**config.mk**
```make
export PLATFORM = sky130hd
export DESIGN_NAME = sub1_src
export DESIGN_NICKNAME = d
export VERILOG_FILES = /design/src/rtl/sub1_src.sv
export SDC_FILE = /design/constraint.sdc
export NUM_CORES = 1
export LEC_CHECK = 0
export ABC_CLOCK_PERIOD_IN_PS = 2500
export BUFFER_PORTS_ARGS = -buffer_cell sky130_fd_sc_hd__buf_2
export CAP_MARGIN = 25
export CORE_UTILIZATION = 45
export DETAILED_ROUTE_END_ITERATION = 8
export HOLD_SLACK_MARGIN = 0.15
export PLACE_DENSITY_LB_ADDON = 0.12
export SETUP_SLACK_MARGIN = 0.3
export SYNTH_ARGS = -nofsm -noshare
export SYNTH_HDL_FRONTEND = slang
export SYNTH_SLANG_ARGS = --single-unit
```
**constraint.sdc**
```tcl
create_clock -name i_clk -period 2.5 [get_ports i_clk]
set_input_delay 0.25 -clock i_clk [delete_from_list [all_inputs] [get_ports i_clk]]
set_output_delay 0.25 -clock i_clk [all_outputs]
set_load 0.05 [all_outputs]
```
**src/rtl/sub1_src.sv**
```systemverilog
// Byte-to-frame source: gathers three bytes, strobes them downstream as a frame,
// then waits (bounded by TIMEOUT cycles) for a response and captures it.
module sub1_src #(
    parameter int TIMEOUT = 255
) (
    input  logic            i_clk,
    input  logic            i_rst,
    input  logic            i_byte_valid,
    output logic            o_byte_ready,
    input  logic [7:0]      i_byte_data,
    output logic            o_sig_a,
    output logic [1:0]      o_sig_b,
    output logic [0:2][7:0] o_sig_c,
    output logic [7:0]      o_sig_d [3],
    input  logic            i_sig_e,
    input  logic [1:0]      i_sig_f,
    input  logic [0:2][7:0] i_sig_g,
    input  logic [7:0]      i_sig_h [3],
    output logic            o_rsp_valid,
    output logic [1:0]      o_rsp_status,
    output logic [0:2][7:0] o_rsp_data,
    output logic            o_rsp_match,
    output logic            o_timeout
);

    localparam logic [1:0]  COLLECT = 2'd0;
    localparam logic [1:0]  SEND    = 2'd1;
    localparam logic [1:0]  WAIT    = 2'd2;
    localparam logic [15:0] WCNT_LAST = 16'(TIMEOUT - 1);

    logic [1:0]       state_q, state_d;
    logic [1:0]       cnt_q, cnt_d;
    // Slots 0 and 1 only; slot 2 is the byte in flight on the final handshake.
    logic [7:0]       buf_q [2];
    logic [7:0]       buf_d [2];
    logic [1:0]       seq_q, seq_d;
    logic [15:0]      wcnt_q, wcnt_d;
    logic [0:2][7:0]  sig_c_q, sig_c_d;
    logic [7:0]       sig_d_q [3];
    logic [7:0]       sig_d_d [3];
    logic             rsp_valid_q, rsp_valid_d;
    logic [1:0]       rsp_status_q, rsp_status_d;
    logic [0:2][7:0]  rsp_data_q, rsp_data_d;
    logic             rsp_match_q, rsp_match_d;
    logic             timeout_q, timeout_d;
    logic             accept;
    logic             match;

    assign accept = i_byte_valid && (state_q == COLLECT);
    assign match  = (i_sig_g[0] == i_sig_h[0]) && (i_sig_g[1] == i_sig_h[1]) &&
                    (i_sig_g[2] == i_sig_h[2]);

    always_comb begin
        state_d      = state_q;
        cnt_d        = cnt_q;
        buf_d        = buf_q;
        seq_d        = seq_q;
        wcnt_d       = wcnt_q;
        sig_c_d      = sig_c_q;
        sig_d_d      = sig_d_q;
        rsp_valid_d  = 1'b0;
        rsp_status_d = rsp_status_q;
        rsp_data_d   = rsp_data_q;
        rsp_match_d  = rsp_match_q;
        timeout_d    = 1'b0;
        case (state_q)
            COLLECT: begin
                if (accept) begin
                    if (cnt_q == 2'd2) begin
                        sig_c_d    = {buf_q[0], buf_q[1], i_byte_data};
                        sig_d_d[0] = buf_q[0];
                        sig_d_d[1] = buf_q[1];
                        sig_d_d[2] = i_byte_data;
                        cnt_d      = 2'd0;
                        state_d    = SEND;
                    end else begin
                        buf_d[cnt_q[0]] = i_byte_data;
                        cnt_d           = cnt_q + 2'd1;
                    end
                end
            end
            SEND: begin
                wcnt_d  = 16'd0;
                state_d = WAIT;
            end
            WAIT: begin
                // A response in the last allowed cycle wins over the timeout.
                if (i_sig_e) begin
                    rsp_valid_d  = 1'b1;
                    rsp_status_d = i_sig_f;
                    rsp_data_d   = i_sig_g;
                    rsp_match_d  = match;
                    seq_d        = seq_q + 2'd1;
                    state_d      = COLLECT;
                end else if (wcnt_q == WCNT_LAST) begin
                    timeout_d = 1'b1;
                    seq_d     = seq_q + 2'd1;
                    state_d   = COLLECT;
                end else begin
                    wcnt_d = wcnt_q + 16'd1;
                end
            end
            default: state_d = COLLECT;
        endcase
    end

    always_ff @(posedge i_clk or posedge i_rst) begin
        if (i_rst) begin
            state_q      <= COLLECT;
            cnt_q        <= 2'd0;
            buf_q[0]     <= 8'd0;
            buf_q[1]     <= 8'd0;
            seq_q        <= 2'd0;
            wcnt_q       <= 16'd0;
            sig_c_q      <= '0;
            sig_d_q[0]   <= 8'd0;
            sig_d_q[1]   <= 8'd0;
            sig_d_q[2]   <= 8'd0;
            rsp_valid_q  <= 1'b0;
            rsp_status_q <= 2'd0;
            rsp_data_q   <= '0;
            rsp_match_q  <= 1'b0;
            timeout_q    <= 1'b0;
        end else begin
            state_q      <= state_d;
            cnt_q        <= cnt_d;
            buf_q        <= buf_d;
            seq_q        <= seq_d;
            wcnt_q       <= wcnt_d;
            sig_c_q      <= sig_c_d;
            sig_d_q      <= sig_d_d;
            rsp_valid_q  <= rsp_valid_d;
            rsp_status_q <= rsp_status_d;
            rsp_data_q   <= rsp_data_d;
            rsp_match_q  <= rsp_match_d;
            timeout_q    <= timeout_d;
        end
    end

    assign o_byte_ready = (state_q == COLLECT);
    assign o_sig_a      = (state_q == SEND);
    assign o_sig_b      = seq_q;
    assign o_sig_c      = sig_c_q;
    assign o_sig_d      = sig_d_q;
    assign o_rsp_valid  = rsp_valid_q;
    assign o_rsp_status = rsp_status_q;
    assign o_rsp_data   = rsp_data_q;
    assign o_rsp_match  = rsp_match_q;
    assign o_timeout    = timeout_q;

endmodule

```
==> summary.txt <==
outcome: complete, no violations
post-DR vias/cell: 5.154
Crit. End Element: register
Worst-Margin Slew: 0.6246 ns
CTS tree: yes
clk slew on worst S/H paths: 0.09 ns
Routed WL: 9.485 mm
die height: 101.4 um
Hold Crit Class: in2reg
most frequent cells in the layout: buf_2, dfrtp_1, mux2_2
Die X: 101.4 um
YS warnings: 0
Detailed Place HPWL: 6.721 mm
Synth top area share: 0.5118
die area: 10,290 um2
pre-CTS WS: 0.3527 ns
CTS Buf Count: 9
# port buffers: 142
Leak: 2.608 nW
pin count of the biggest net entering global routing: 43
VDD IR max: 763.1 uV
maxcap violations: 0
Worst Skew: 0.01450 ns
gr usage total: 0.1942
Netlist cell types: 48
Netlist Area Pre-Place: 4449 um2
crit-path cells: inv_1 > ha_1 > or4b_4 > nor4_4 > buf_6 > nor4b_1 > a211o_1
H-tree levels: 3
Clock Latency Late Sink: 0.35 ns
P&R area growth vs syn: 25.73%
worst path arrival time: 2.32 ns
Synth area leader: dfrtp_1
final worst hold slack: 0.1695 ns
main flop type after synthesis: dfrtp_1
Worst slew margin: 0.5827
pwr/cell area: 1364 nW/um2
IO Count: 143
unrepaired setup endpoints after global routing: no
Placer Congestion: 0.8927
initial antenna violation count: 0
initial core utilization: 0.4726
postcts setup bufs: 0
EDFF count, synth: 0
worst setup path category: reg2reg
global-route wire length before repair: 15.47 mm
Post-DRT Antenna Nets: 0
worst stage delay on the critical path: 0.47 ns
1st-iter DRT viols: 107
Data required, critical path: 2.74 ns
final period utilization: 0.8320
Root Driver: clkbuf_8
clock buffer depth: 2
asr flop ratio synth: 1.000
synthesized flop and latch total: 91
top cells by area, synth: dfrtp_1, mux2_2, xnor2_1
Peak Freq: 480.8 MHz
# diodes: 0
Syn Area/Cell: 12.29 um2
setup ws final: 0.4200 ns
Slew Limit Fails: 0
Syn Inst Count: 362
Max FO, Critical Path: 12
final setup violation count: 0
CP Launch Type: register
core area: 9415 um2
vias in the first global route: 3,114
total global routing overflow: 0
commonest non-fill, non-tap cell in the layout: buf_2
Layout Nets: 576
Crit-path slowest cell: or4b_4
clk sink count: 91
vias: 3,309
final hold violations: 0
DR WL/cell: 14.77 um
minimum clock period: 2.080 ns
sequential-to-total area share from yosys stat: 0.5118
DRC: 0
first drt pass iteration count: 4
total design power: 7.633 mW
TNS Setup: 0 ns
fraction of layout cells with a size suffix above 1: 0.4776
row count: 35
syn_nets: 430
## flip-flops by register name, summed over array words and instances (netlist names)
signal        count
wcnt_q           16
o_sig_b           2
o_timeout         1
o_sig_d          24
o_rsp_valid       1
o_rsp_status      2
o_rsp_match       1
o_rsp_data       24
state_q           2
buf_q            16
cnt_q             2
## where the power goes
part	internal (mW)	total (mW)	switching (mW)
Clock	0.521	1.04	0.518
Sequential	2.06	2.40	0.335
Combinational	1.16	4.20	3.04
## synthesized netlist by cell type, types with 6 or more instances
library cell  number
dfrtp_1           91
mux2_2            66
xnor2_1           25
buf_4             24
nand2_1           13
inv_1             11
o21ai_0           11
nand4_1           10
nor2_1            10
nand3_1            9
clkbuf_1           7
nor4_1             7
ha_1               6
nand2b_1           6
o311ai_0           6
## logic make-up after synthesis
group | Yosys count | share of synthesized area
simple gates | 85 | 0.1192
xor+xnor | 26 | 0.05118
mux | 73 | 0.1850
buf+inv | 49 | 0.06440
fa+ha+maj | 6 | 0.01687
compound gates | 32 | 0.05146
flops | 91 | 0.5118
## metrics by stage
step                instances  area (um2)  utilization
floorplan                 362        4453            -
global placement          605        5167       0.5488
detailed placement        605        5167       0.5488
CTS                       641        5579       0.5926
global route              642        5594       0.5942
finish                    642        5594       0.5942
## worst max-delay path: cells and delay by family, from the launching register on
family	cells	cell delay, ns
compound gates	1	0.23
fa+ha+maj	1	0.15
buf+inv	2	0.27
flops	1	0.46
simple gates	3	0.87
## path summary, 6_finish.rpt
check | startpoint | to | slack [ns] | cells after the start
max reg2reg | wcnt_q[0] | wcnt_q[5] | 0.42 | 7
min in group asynchronous | i_rst | o_rsp_data[6] | 0.52 | 3
min reg2reg | o_sig_b[1] | o_sig_b[1] | 0.49 | 1
min | i_sig_g[20] | o_rsp_data[20] | 0.17 | 2
max in group asynchronous | i_rst | wcnt_q[0] | 1.21 | 4
max | wcnt_q[0] | wcnt_q[5] | 0.42 | 7
## routing by layer
metal | track usage | vias to the layer above | wire (um)
met3 | 0.04003 | 9 | 415
met2 | 0.3166 | 107 | 4624
met4 | 0.07469 | 0 | 134
met1 | 0.2555 | 1616 | 4310
li1 | - | 1577 | -
met5 | 0 | - | 0
## area by class of cell
class	count	area (um2)
inverter	11	45.04
clock buffer	11	151.4
clock inverter	5	60.06
timing repair buffer	173	1012
fill	732	3821
tap	129	161.4
sequential	91	2278
multi-input combinational	222	1886
## repair_timing
item / CTS / global route
hold endpoints to repair: 47 / 1
setup endpoints to repair: 0 / 5
gates resized for setup: 0 / 2
hold buffers: 20 / 1
(Power assumes the default switching activity.)
